File: src/rtl/mips_loader_pkg.sv
// rtl/mips_loader_pkg.sv - shared state encoding and constants for the program loader
`timescale 1ns/1ps
package mips_loader_pkg;

    typedef enum logic [2:0] {
        ST_IDLE,
        ST_LOAD,
        ST_START,
        ST_RUN,
        ST_ERROR
    } loader_state_t;

    localparam logic [31:0] HALT_WORD_DEFAULT = 32'hFFFF_FFFF;

endpackage

File: src/rtl/mips_word_assembler.sv
// rtl/mips_word_assembler.sv - packs an MSB-first byte stream into 32-bit words
`timescale 1ns/1ps
module mips_word_assembler (
    input  logic        clk1,
    input  logic        rst,
    input  logic        clear,
    input  logic        byte_xfer,
    input  logic [7:0]  byte_data,
    output logic [31:0] word,
    output logic        word_done
);

    logic [1:0] byte_idx;

    // word_done is high for the single cycle after the fourth byte lands
    always_ff @(posedge clk1) begin
        if (rst || clear) begin
            byte_idx  <= 2'd0;
            word      <= 32'd0;
            word_done <= 1'b0;
        end else begin
            word_done <= 1'b0;
            if (byte_xfer) begin
                word      <= {word[23:0], byte_data};
                byte_idx  <= byte_idx + 2'd1;
                word_done <= (byte_idx == 2'd3);
            end
        end
    end

endmodule

File: src/rtl/mips_prog_loader.sv
// rtl/mips_prog_loader.sv - byte-stream program loader for the MIPS instruction memory
`timescale 1ns/1ps
module mips_prog_loader
    import mips_loader_pkg::*;
#(
    parameter int          ADDR_W    = 10,
    parameter logic [31:0] HALT_WORD = HALT_WORD_DEFAULT
) (
    input  logic              clk1,
    input  logic              rst,
    input  logic              load_start,
    input  logic              in_valid,
    input  logic [7:0]        in_data,
    output logic              in_ready,
    output logic              mem_we,
    output logic [ADDR_W-1:0] mem_addr,
    output logic [31:0]       mem_wdata,
    output logic              core_start,
    output logic              core_run,
    output logic [ADDR_W:0]   word_count,
    output logic              err_overflow
);

    localparam logic [ADDR_W-1:0] LAST_ADDR = {ADDR_W{1'b1}};

    loader_state_t     state, state_n;
    logic [ADDR_W-1:0] addr;
    logic [ADDR_W:0]   count;
    logic [31:0]       asm_word;
    logic              asm_done;
    logic              byte_xfer;
    logic              write_cycle;
    logic              word_is_halt;
    logic              at_last;

    // a restart request wins over a byte offered in the same cycle
    assign byte_xfer    = in_valid && in_ready && !load_start;
    assign write_cycle  = (state == ST_LOAD) && asm_done;
    assign word_is_halt = (asm_word == HALT_WORD);
    assign at_last      = (addr == LAST_ADDR);

    mips_word_assembler u_asm (
        .clk1      (clk1),
        .rst       (rst),
        .clear     (load_start),
        .byte_xfer (byte_xfer),
        .byte_data (in_data),
        .word      (asm_word),
        .word_done (asm_done)
    );

    always_ff @(posedge clk1) begin
        if (rst) begin
            state <= ST_IDLE;
        end else begin
            state <= state_n;
        end
    end

    always_comb begin
        state_n      = state;
        in_ready     = 1'b0;
        mem_we       = 1'b0;
        core_start   = 1'b0;
        core_run     = 1'b0;
        err_overflow = 1'b0;
        case (state)
            ST_LOAD: begin
                // stop accepting as soon as the final word of the load is being written
                in_ready = !(asm_done && (word_is_halt || at_last));
                mem_we   = asm_done;
                if (asm_done) begin
                    if (word_is_halt) begin
                        state_n = ST_START;
                    end else if (at_last) begin
                        state_n = ST_ERROR;
                    end
                end
            end
            ST_START: begin
                core_start = 1'b1;
                core_run   = 1'b1;
                state_n    = ST_RUN;
            end
            ST_RUN: begin
                core_run = 1'b1;
            end
            ST_ERROR: begin
                err_overflow = 1'b1;
            end
            default: begin
                state_n = ST_IDLE;
            end
        endcase
        if (load_start) begin
            state_n = ST_LOAD;
        end
    end

    always_ff @(posedge clk1) begin
        if (rst || load_start) begin
            addr  <= '0;
            count <= '0;
        end else if (write_cycle) begin
            count <= count + (ADDR_W+1)'(1);
            if (!at_last) begin
                addr <= addr + ADDR_W'(1);
            end
        end
    end

    assign mem_addr   = addr;
    assign mem_wdata  = asm_word;
    assign word_count = count;

endmodule

File: config.mk
export PLATFORM = sky130hd
export DESIGN_NAME = mips_prog_loader
export DESIGN_NICKNAME = d
export VERILOG_FILES = /design/src/rtl/mips_loader_pkg.sv /design/src/rtl/mips_word_assembler.sv /design/src/rtl/mips_prog_loader.sv
export SDC_FILE = /design/constraint.sdc
export NUM_CORES = 1
export LEC_CHECK = 0
export ABC_CLOCK_PERIOD_IN_PS = 2100
export BUFFER_PORTS_ARGS = -buffer_cell sky130_fd_sc_hd__buf_2
export CORE_MARGIN = 2
export CORE_UTILIZATION = 52
export DETAILED_ROUTE_END_ITERATION = 12
export PLACE_DENSITY_LB_ADDON = 0.25
export SYNTH_ARGS = -nofsm -noshare
export SYNTH_HDL_FRONTEND = slang
export SYNTH_SLANG_ARGS = --single-unit
File: constraint.sdc
create_clock -name clk1 -period 2.1 [get_ports clk1]
set_input_delay 0.525 -clock clk1 [delete_from_list [all_inputs] [get_ports clk1]]
set_output_delay 0.525 -clock clk1 [all_outputs]
set_load 0.01 [all_outputs]
==> metrics <==
status=finished, violations left; failing checks=negative setup slack; number of global-route vias before repair=1894; vias per std cell=~5; Post-DP HPWL=3.80 mm; CP startpoint kind=flop; IO Count=70; Fmax achieved=474 MHz; Port Buffer Count=69; H-tree lvl count=3; iteration-0 DRC count of the detailed router=85; Die W=74.0 um; M1 GR Usage=24.9%; Post-synth EDFFs=0; gr usage total=20.8%; final setup vio count=1; clk sinks=59; Worst Tran Pin Value=about 0.45 ns; DRT Pass-1 Iters=4; met2 usage=33.4%; Register Area=0.00122 mm^2; critical path's slowest cell=nor4_4; insertion delay of the later-clocked pin in the worst-skew pair=0.33 ns; #FFs+latches synth=~60; crit share post-route=100%; CTS root buf=clkbuf_8; Post-Place Setup Slack=0.240 ns; Synth cell types=37; Seq/Total Area, Yosys=46.3%; final WL=about 5.5 mm; setup ws final=-0.00868 ns; Multi-input gate area=0.00127 mm^2; core area=0.00472 mm^2; non-filler instance count after layout=around 410; max-slew violation count=0; synthesized cell area=between 0.002 and 0.003 mm^2; crit path capture type=output port; WP data required=between 1.5 and 2 ns; Async S/R FF share, synth=0%; fin util=68.6%; Period minus WS final=~2.1 ns; CP max FO=3; placed instance area=approximately 0.003 mm^2; CP max stage delay=0.36 ns; row cnt=25; Layout area overhead=27.1%; Max Root-Sink Buffers=2; drc violations=0; Die H=about 74 um; Power Density=687 mW/mm^2; largest net degree at the start of global routing=45; GR peak layer=met2; WHS=just under 0.4 ns; unrepaired setup endpoints after global routing=yes; synth warn=0; Final Hold Viols=0; grt total ovfl=0; fillers=398; Final Cell Area=0.00324 mm^2; n_diodes=0; Most used DFF post-synth=dfxtp_1; worst path cell trace=nand4_1 > nor4_4 > a21o_4 > a21boi_2 > buf_2; dpl cells=388; TritonCTS Buffers=9; GR Util met3=under 10%; vias=between 2000 and 2500; CP arrival=1.58 ns; worst setup path class=flop to output port; Worst-path clk slew=0.07 ns; antenna violations before repair=0; antenna-violating nets left=0; final clock skew=roughly 0.0057 ns; first-pass GRT wire length=approximately 8.6 mm; syn avg cell area=around 9.8 um^2; maximum vdd drop=between 0.4 and 0.5 mV; Mapped Cells=261; CTS tree=yes; mean routed wirelength per cell=around 13 um; Total Die Area=0.00548 mm^2; Starting Density=54.0%; leakage power=around 1.4 nW; Layout Nets=approximately 360; routability cong.=0.827; share of cells above drive strength 1=between 40% and 50%; Slew headroom=between 70% and 80%; Hold Path Class=input pin to flop; Maximum Capacitance Violations=0; syn_nets=276
==> cell usage after synthesis (all sizes together) (2+ instances only) <==
library cell	count	share of area [%]
nand4	10	3.0
a21oi	4	0.93
and3	4	1.0
mux2i	36	14
xor2	9	3.1
and4	2	0.69
nor4	4	2.0
nor2	23	3.4
buf	6	3.5
nand2	52	7.7
clkbuf	7	1.0
dfxtp	59	46
nor3	7	1.8
nand3	6	1.2
o21ai	2	0.39
ha	3	1.5
xnor2	8	2.7
inv	5	0.74
or3	3	0.79
==> cell families (layout without fill, tap and decap cells) <==
kind of cell	after synthesis	count (layout)	share of synthesized area, %
compound gates	13	13	4.03
xor+xnor	17	17	5.84
fa+ha+maj	3	3	1.47
buf+inv	18	103	5.30
flops	59	59	46.3
mux	36	36	14.1
simple gates	115	115	22.9
==> state kept, by name (all words and copies together), names as in the netlist <==
signal           count
u_asm.byte_idx       2
state                3
u_asm.word          32
word_count          11
u_asm.word_done      1
mem_addr            10
==> stage by stage <==
step,setup TNS (ns),power (mW)
floorplan,0,1.24
global route,-0.0617,2.30
finish,-0.00868,2.23
global placement,0,1.25
detailed placement,0,1.25
CTS,-0.0178,2.24
==> final timing paths <==
| kind | start | endpoint | slack [ns] | depth (start not counted) |
|---|---|---|---|---|
| min reg2reg | u_asm.word[30] | u_asm.word[30] | 0.47 | 2 |
| max reg2reg | mem_addr[0] | u_asm.word[28] | 0.22 | 8 |
| min | rst | state[0] | 0.39 | 2 |
| max | u_asm.word[23] | in_ready | -0.009 | 5 |
==> power breakdown <==
group          switching, mW  internal (mW)  leakage (nW)  total [mW]
Combinational         0.0582         0.0425         0.834       0.101
Sequential           0.00577           1.12         0.491        1.13
Clock                  0.453          0.542        0.0950       0.995
==> critical path, delay by kind of cell, from the launching register on <==
kind | cells | cell delay [ns]
DFF | 1 | 0.34
buffers and inverters | 1 | 0.14
and+or+nand+nor | 2 | 0.54
AOI/OAI and AO/OA | 2 | 0.23
==> metal layers <==
layer  wire length (um)  share of wire, %
met4                 79               1.4
met2               2670                49
met5                  0                 0
met1               2430                44
met3                305               5.6
==> cell usage in the layout (no fill, tap or decap), types with 9 or more instances in the layout <==
master,Yosys,final
nor2_1,23,22
xor2_1,9,9
nand4_1,9,9
nand2_1,52,52
buf_4,1,12
buf_2,0,69
clkbuf_8,0,9
dfxtp_2,0,30
mux2i_1,36,36
dfxtp_1,59,29
==> layout make-up <==
cell class,instances,area share [%]
multi-input combinational,184,39.2
sequential,59,37.6
timing repair buffer,82,14.1
clock buffer,9,3.82
tap,67,2.59
clock inverter,7,2.12
inverter,5,0.579
==> timing repair <==
item / CTS / global route
hold buffers: 0 / 0
resized for setup: 14 / 21
setup buffers: 4 / 5
pin swaps: 7 / 9
endpoints found under the setup margin: 1 / 1
hold endpoints to repair: 0 / 0
(Power assumes the default switching activity.)
